`src/rtl/fp_div_pkg.sv`:
```
// Shared types and helpers for the iterative floating-point divider.
//   state_t     : controller states
//   op_class_t  : operand classification after subnormal flush
//   FLG_*       : bit positions inside the 5-bit {NV, DZ, OF, UF, NX} flag vector
//   classify()  : maps exponent/mantissa summary bits to an operand class. It takes
//                 summary bits rather than raw fields, so it works for any EXP_W/MAN_W.
package fp_div_pkg;

    typedef enum logic [1:0] {
        ST_IDLE,
        ST_DIV,
        ST_RND,
        ST_DONE
    } state_t;

    typedef enum logic [1:0] {
        CLS_ZERO,
        CLS_NORM,
        CLS_INF,
        CLS_NAN
    } op_class_t;

    localparam int NUM_FLAGS = 5;
    localparam int FLG_NX    = 0;
    localparam int FLG_UF    = 1;
    localparam int FLG_OF    = 2;
    localparam int FLG_DZ    = 3;
    localparam int FLG_NV    = 4;

    // A zero exponent is treated as zero regardless of the mantissa,
    // so subnormal inputs are flushed to zero here.
    function automatic op_class_t classify(input logic exp_zero,
                                           input logic exp_ones,
                                           input logic man_zero);
        op_class_t cls;
        if (exp_ones)
            cls = man_zero ? CLS_INF : CLS_NAN;
        else if (exp_zero)
            cls = CLS_ZERO;
        else
            cls = CLS_NORM;
        return cls;
    endfunction

endpackage

```
`src/rtl/fp_div_round.sv`:
```
// Normalise, round-to-nearest-even and range-check a raw restoring-division quotient.
// Purely combinational; the parent registers the result.
//   quo    : {int, MAN_W fraction bits, guard, round}
//   sticky : final remainder was nonzero
//   e_in   : biased exponent before normalisation (signed)
//   man/exp/flags : final mantissa field, exponent field and {NV,DZ,OF,UF,NX}
module fp_div_round
    import fp_div_pkg::*;
#(
    parameter int EXP_W = 8,
    parameter int MAN_W = 23
) (
    input  logic                     [MAN_W+2:0]     quo,
    input  logic                                     sticky,
    input  logic signed              [EXP_W+1:0]     e_in,
    output logic                     [MAN_W-1:0]     man,
    output logic                     [EXP_W-1:0]     exp,
    output logic                     [NUM_FLAGS-1:0] flags
);

    localparam logic signed [EXP_W+1:0] ONE    = (EXP_W+2)'(1);
    localparam logic signed [EXP_W+1:0] E_ZERO = '0;
    localparam logic signed [EXP_W+1:0] E_MAX  = (EXP_W+2)'((2**EXP_W) - 1);

    logic                    norm;
    logic [MAN_W-1:0]        frac_raw;
    logic                    g;
    logic                    s;
    logic                    rnd_up;
    logic [MAN_W:0]          frac_sum;
    logic signed [EXP_W+1:0] e_norm;
    logic signed [EXP_W+1:0] e_rnd;

    // Quotient lies in (0.5, 2); a zero integer bit means shift left by one.
    // After that shift the round bit is gone, but the remainder still covers
    // everything below guard, so sticky alone is the correct OR-reduction.
    assign norm     = quo[MAN_W+2];
    assign frac_raw = norm ? quo[MAN_W+1:2] : quo[MAN_W:1];
    assign g        = norm ? quo[1] : quo[0];
    assign s        = norm ? (quo[0] | sticky) : sticky;
    assign e_norm   = norm ? e_in : e_in - ONE;

    assign rnd_up   = g & (s | frac_raw[0]);
    assign frac_sum = {1'b0, frac_raw} + {{MAN_W{1'b0}}, rnd_up};
    // A carry out means the significand became exactly 2.0: fraction wraps to 0.
    assign e_rnd    = frac_sum[MAN_W] ? e_norm + ONE : e_norm;

    always_comb begin
        man           = frac_sum[MAN_W-1:0];
        exp           = e_rnd[EXP_W-1:0];
        flags         = '0;
        flags[FLG_NX] = g | s;
        if (e_rnd >= E_MAX) begin
            man           = '0;
            exp           = '1;
            flags[FLG_OF] = 1'b1;
            flags[FLG_NX] = 1'b1;
        end else if (e_rnd <= E_ZERO) begin
            man           = '0;
            exp           = '0;
            flags[FLG_UF] = 1'b1;
            flags[FLG_NX] = 1'b1;
        end
    end

endmodule

```
`src/rtl/fp_div_iter.sv`:
```
// Iterative radix-2 floating-point divider with valid/ready handshakes.
// One quotient bit per cycle; special operands bypass the iteration.
//
//   state    | meaning
//   ---------+-----------------------------------------------------------
//   ST_IDLE  | waiting for operands, in_ready = enable
//   ST_DIV   | restoring division, MAN_W+3 quotient bits, then sticky
//   ST_RND   | normalise/round/range-check, register result
//   ST_DONE  | result held with out_valid = 1 until popped
//
// Ports: clk, rstn (sync active-low), enable (global stall),
//        in_valid/in_ready + a_*/b_* operands,
//        out_valid/out_ready + r_man/r_exp/r_sign/r_flags result.
module fp_div_iter
    import fp_div_pkg::*;
#(
    parameter int EXP_W = 8,
    parameter int MAN_W = 23
) (
    input  logic                 clk,
    input  logic                 rstn,
    input  logic                 enable,
    input  logic                 in_valid,
    output logic                 in_ready,
    input  logic [MAN_W-1:0]     a_man,
    input  logic [EXP_W-1:0]     a_exp,
    input  logic                 a_sign,
    input  logic [MAN_W-1:0]     b_man,
    input  logic [EXP_W-1:0]     b_exp,
    input  logic                 b_sign,
    output logic                 out_valid,
    input  logic                 out_ready,
    output logic [MAN_W-1:0]     r_man,
    output logic [EXP_W-1:0]     r_exp,
    output logic                 r_sign,
    output logic [NUM_FLAGS-1:0] r_flags
);

    localparam int                      CNT_W    = $clog2(MAN_W + 4);
    localparam logic [CNT_W-1:0]        CNT_LAST = CNT_W'(MAN_W + 2);
    localparam logic signed [EXP_W+1:0] BIAS     = (EXP_W+2)'((2**(EXP_W-1)) - 1);
    localparam logic [MAN_W-1:0]        QNAN_MAN = {1'b1, {(MAN_W-1){1'b0}}};

    state_t                  state;
    logic [MAN_W+1:0]        rem;
    logic [MAN_W:0]          dvs;
    logic [MAN_W+2:0]        quo;
    logic [CNT_W-1:0]        cnt;
    logic signed [EXP_W+1:0] e_acc;
    logic                    sgn;
    logic                    sticky;

    op_class_t               cls_a;
    op_class_t               cls_b;
    logic                    is_special;
    logic                    sp_sign;
    logic [EXP_W-1:0]        sp_exp;
    logic [MAN_W-1:0]        sp_man;
    logic [NUM_FLAGS-1:0]    sp_flags;

    logic                    q_bit;
    logic [MAN_W+1:0]        rem_sel;
    logic [MAN_W+1:0]        rem_nxt;

    logic [MAN_W-1:0]        rnd_man;
    logic [EXP_W-1:0]        rnd_exp;
    logic [NUM_FLAGS-1:0]    rnd_flags;

    assign in_ready = (state == ST_IDLE) & enable;

    assign cls_a = classify(a_exp == '0, &a_exp, a_man == '0);
    assign cls_b = classify(b_exp == '0, &b_exp, b_man == '0);

    always_comb begin
        is_special = 1'b1;
        sp_sign    = a_sign ^ b_sign;
        sp_exp     = '0;
        sp_man     = '0;
        sp_flags   = '0;
        if (cls_a == CLS_NAN || cls_b == CLS_NAN ||
            (cls_a == CLS_ZERO && cls_b == CLS_ZERO) ||
            (cls_a == CLS_INF && cls_b == CLS_INF)) begin
            sp_sign          = 1'b0;
            sp_exp           = '1;
            sp_man           = QNAN_MAN;
            sp_flags[FLG_NV] = 1'b1;
        end else if (cls_a == CLS_INF) begin
            sp_exp = '1;
        end else if (cls_b == CLS_ZERO) begin
            sp_exp           = '1;
            sp_flags[FLG_DZ] = 1'b1;
        end else if (cls_a == CLS_ZERO || cls_b == CLS_INF) begin
            sp_exp = '0;
        end else begin
            is_special = 1'b0;
        end
    end

    // Partial remainder stays below 2*divisor, so MAN_W+2 bits never overflow.
    assign q_bit   = rem >= {1'b0, dvs};
    assign rem_sel = q_bit ? (rem - {1'b0, dvs}) : rem;
    assign rem_nxt = rem_sel << 1;

    fp_div_round #(
        .EXP_W (EXP_W),
        .MAN_W (MAN_W)
    ) u_round (
        .quo    (quo),
        .sticky (sticky),
        .e_in   (e_acc),
        .man    (rnd_man),
        .exp    (rnd_exp),
        .flags  (rnd_flags)
    );

    always_ff @(posedge clk) begin
        if (!rstn) begin
            state     <= ST_IDLE;
            rem       <= '0;
            dvs       <= '0;
            quo       <= '0;
            cnt       <= '0;
            e_acc     <= '0;
            sgn       <= 1'b0;
            sticky    <= 1'b0;
            out_valid <= 1'b0;
            r_man     <= '0;
            r_exp     <= '0;
            r_sign    <= 1'b0;
            r_flags   <= '0;
        end else if (enable) begin
            case (state)
                ST_IDLE: begin
                    if (in_valid) begin
                        if (is_special) begin
                            r_man     <= sp_man;
                            r_exp     <= sp_exp;
                            r_sign    <= sp_sign;
                            r_flags   <= sp_flags;
                            out_valid <= 1'b1;
                            state     <= ST_DONE;
                        end else begin
                            rem    <= {2'b01, a_man};
                            dvs    <= {1'b1, b_man};
                            quo    <= '0;
                            cnt    <= '0;
                            sticky <= 1'b0;
                            sgn    <= a_sign ^ b_sign;
                            e_acc  <= $signed({2'b00, a_exp}) - $signed({2'b00, b_exp}) + BIAS;
                            state  <= ST_DIV;
                        end
                    end
                end
                ST_DIV: begin
                    rem <= rem_nxt;
                    quo <= {quo[MAN_W+1:0], q_bit};
                    cnt <= cnt + 1'b1;
                    if (cnt == CNT_LAST) begin
                        sticky <= rem_nxt != '0;
                        state  <= ST_RND;
                    end
                end
                ST_RND: begin
                    r_man     <= rnd_man;
                    r_exp     <= rnd_exp;
                    r_sign    <= sgn;
                    r_flags   <= rnd_flags;
                    out_valid <= 1'b1;
                    state     <= ST_DONE;
                end
                ST_DONE: begin
                    if (out_ready) begin
                        out_valid <= 1'b0;
                        state     <= ST_IDLE;
                    end
                end
                default: state <= ST_IDLE;
            endcase
        end
    end

endmodule
```
`config.mk`:
```
export PLATFORM = sky130hd
export DESIGN_NAME = fp_div_iter
export DESIGN_NICKNAME = d
export VERILOG_FILES = /design/src/rtl/fp_div_pkg.sv /design/src/rtl/fp_div_round.sv /design/src/rtl/fp_div_iter.sv
export SDC_FILE = /design/constraint.sdc
export NUM_CORES = 1
export LEC_CHECK = 0
export BUFFER_PORTS_ARGS = -buffer_cell sky130_fd_sc_hd__buf_2
export CAP_MARGIN = 20
export CORE_AREA = 2 2 171 173
export CTS_BUF_LIST = sky130_fd_sc_hd__clkbuf_8
export DETAILED_ROUTE_END_ITERATION = 10
export DIE_AREA = 0 0 173 175
export GPL_TIMING_DRIVEN = 1
export SYNTH_ARGS = -nofsm -noshare
export SYNTH_HDL_FRONTEND = slang
export SYNTH_HIERARCHICAL = 1
export SYNTH_SLANG_ARGS = --single-unit
```
`constraint.sdc`:
```
create_clock -name clk -period 3.3 [get_ports clk]
set_input_delay 0.165 -clock clk [delete_from_list [all_inputs] [get_ports clk]]
set_output_delay 0.165 -clock clk [all_outputs]
set_load 0.01 [all_outputs]
```
==> run summary <==
R2R cell count: 13
Yosys warning count: 6
Layout Utilization: 43.5%
Via Count: 10.1k
dpl cells: 1,826
post-route antenna net violation count: 0
number of DRC markers in iteration 0: 666
WHS Endpoint: dvs[11]
GP Congestion: 0.930
share of cells above drive strength 1: 22.9%
measured slew at the worst slew-check pin: 0.912 ns
htree depth: 4
final wirelength: 31,800 microns
area leader, netlist: dfxtp_1
Hold WS: 0.0269 ns
number of synthesized flops with an enable pin: 0
Hold Path Origin: b_man[11]
WL/cell: 16.8 microns
sequential power share: 29.3%
DR DRC count: 0
CTS clock-pin slew for the worst setup and hold paths: 0.09 ns
setup total negative slack: -0.0175 ns
Num CTS Buffers: 17
cell family with most CP delay: compound AO/OA/AOI/OAI gates
number of global-route vias before repair: 9,722
most common cell in the netlist: nand2_1
Final Cycle Share: 101%
status: finished with violations
Pre-Repair DR Iteration Count: 5
crit end category: flip-flop
clock share of power: 23.7%
commonest cells in the netlist: nand2_1 (155), a21oi_1 (132), dfxtp_1 (132), nor2_1 (129), clkbuf_1 (68)
leakage: 4.96 nW
Worst R2R Setup Slack: -0.02 ns
clk root buf: clkbuf_8
Crit path buffers/inverters: 2
RSZ-0062 raised after global routing: true
Area growth syn-to-layout: 26.1%
most frequent CP cell: inv_1
Int Pwr: 3.49 mW
die width: 173 microns
Netlist cell types: 82
top post-synthesis cells by area: dfxtp_1 (27%), a21oi_1 (6.8%), nand2_1 (5.9%)
worst hold path depth: 3
half-perimeter wire length after placement: 23,300 microns
peak supply drop: 0.232 mV
CP Launch Type: flip-flop
Synth Register Bits: 132
clock latency on the worst-skew pair: 0.48 ns
CP max stage delay: 0.45 ns
drt via density: 5.35
core area: 28,400 sq um
Hold WC Path Type: in2reg
max-cap viol count: 0
grt total ovfl: 0
Finished Layout Cells: 1,896
crit path max fanout: 3
Power Dens Cells: 476 nW/um^2
mapped cell area: 9780 sq um
Async SR Flop Fraction: 0%
# diodes: 0
Final Hold Vio Count: 0
fin nets: 1,612
first-pass GRT wire length: 49,500 microns
combinational share of power: 46.9%
Setup Skew: 0.0159 ns
largest net degree at the start of global routing: 89
sequential area share after synthesis: 27.0%
Post-Syn Instances: 1,310
Worst Slack Setup Final: -0.0175 ns
failing checks: setup timing
Critical Path AT: 3.65 ns
num rows: 62
Post-Syn Area per Cell: 7.47 sq um
Worst R2R End: sticky
Clock Sinks: 132
slowest CP cell: or4_4
final setup fails: 1
Total Power: 5.87 mW
sw power: 2.38 mW
critical path type: reg2reg
Slew Limit Fails: 0
worst endpoint required time: 3.63 ns
full die area: 30,300 sq um
GRT Resource Usage Total: 20.0%
r2r startpoint: rem[0]
IO Port Bufs: 107
initial antenna violation count: 0
min cycle time layout: 3.32 ns
Vert. Die Dim: 175 microns
top_reg_cell synth: dfxtp_1
Critical Path, Cell by Cell: inv_1, ha_1, inv_1, fa_1, a21o_1, a22o_4, o41ai_4, o31ai_2, xor2_1, or3_1, or4_4, a2111oi_4, a41oi_2
Initial Util: 34.4%
IO Pins: 108
CTS tree: yes
Sw Share: 40.6%
CTS Buffer Depth: 2
Slew headroom: 39.2%
f_max: 301 MHz
Yosys top cell area share: 27.0%
==> tightest hold or removal path, stage by stage <==
cell and delay, ns:
buf_2 0.11, nand2_1 0.11, a21oi_1 0.08
==> cell type report <==
class / count / area (sq um)
Clock buffer: 19 / 262
Clock inverter: 13 / 124
Fill cell: 2896 / 16100
Inverter: 56 / 213
Multi-Input combinational cell: 1031 / 6750
Sequential cell: 132 / 2650
Tap cell: 384 / 480
Timing Repair Buffer: 261 / 1850
==> power groups by stage <==
| stage | registers, mW | logic [mW] | clock network [mW] |
|---|---|---|---|
| 6_report | 1.72 | 2.75 | 1.39 |
| 5_1_grt | 1.73 | 2.98 | 1.48 |
| 3_3_place_gp | 1.75 | 2.58 | 0 |
| 3_5_place_dp | 1.76 | 2.57 | 0 |
| 2_1_floorplan | 1.74 | 1.69 | 0 |
| 4_1_cts | 1.72 | 2.62 | 1.42 |
==> stage by stage <==
step                area [sq um]  worst slack [ns]
finish                     12300           -0.0175
global route               12300            -0.200
CTS                        11900           -0.0283
detailed placement         11300           -0.0605
global placement           11300           0.00584
floorplan                   9790            0.0252
==> per-layer routing <==
layer  wire length, microns  vias up  share of wire, %  GRT usage (%)
met5                      0        -                 0              0
met4                    909        0               2.9           7.31
met3                   1460       51               4.6           3.44
met2                  14100      270                44           32.0
met1                  15300     4761                48           27.1
li1                       -     5062                 -              -
==> how the worst max path moves through the flow <==
stage	from	end	slack (ns)	depth (start not counted)
floorplan	quo[25]	r_flags[0]	0.03	15
global placement	rem[0]	sticky	0.006	13
detailed placement	quo[25]	r_man[9]	-0.06	10
CTS	rem[0]	sticky	-0.03	13
global route	rem[0]	sticky	-0.20	13
finish	rem[0]	sticky	-0.02	13
==> state kept, by name, indices dropped and copies added, names as in the netlist <==
register	cells
cnt	5
dvs	24
e_acc	10
out_valid	1
quo	26
r_exp	8
r_flags	5
r_man	23
r_sign	1
rem	25
sgn	1
state	2
sticky	1
==> repair_timing <==
action | CTS | global route
pin swaps | 1 | 13
cloned | 0 | 4
hold endpoints to repair | 19 | 0
hold buffers | 19 | 0
setup endpoints to repair | 25 | 55
setup buffers | 0 | 14
gates resized for setup | 4 | 50
==> kinds of logic (layout without fill, tap and decap cells) <==
| logic type | count (synthesis) | after routing | share of synthesized area, % |
|---|---|---|---|
| compound gates | 315 | 315 | 20.7 |
| xor+xnor | 73 | 73 | 6.77 |
| fa+ha+maj | 44 | 44 | 5.78 |
| buf+inv | 148 | 349 | 6.32 |
| flops | 132 | 132 | 27.0 |
| mux | 60 | 60 | 6.24 |
| other cells | 1 | 2 | 0.0383 |
| simple gates | 537 | 537 | 27.1 |
==> layout by cell type (no fill, tap or decap), drive strengths merged, types with 4 or more instances in the layout <==
| master | count |
|---|---|
| xor2 | 34 |
| or4 | 8 |
| o211ai | 10 |
| nor2 | 129 |
| mux2i | 52 |
| a211oi | 33 |
| and3 | 17 |
| a31oi | 9 |
| mux2 | 8 |
| a221oi | 5 |
| a21oi | 132 |
| nand4 | 16 |
| nor4 | 46 |
| nand3 | 66 |
| or3 | 10 |
| inv | 61 |
| a22oi | 26 |
| o21ai | 39 |
| dlygate4sd3 | 19 |
| and2 | 9 |
| nor3 | 24 |
| a21o | 12 |
| nand2 | 155 |
| clkbuf | 21 |
| a21boi | 5 |
| nor2b | 9 |
| o31ai | 4 |
| buf | 240 |
| ha | 42 |
| clkinvlp | 5 |
| nor3b | 9 |
| xnor2 | 38 |
| nand4b | 4 |
| dfxtp | 132 |
| nand2b | 18 |
| or2 | 7 |
(Power assumes the default switching activity.)
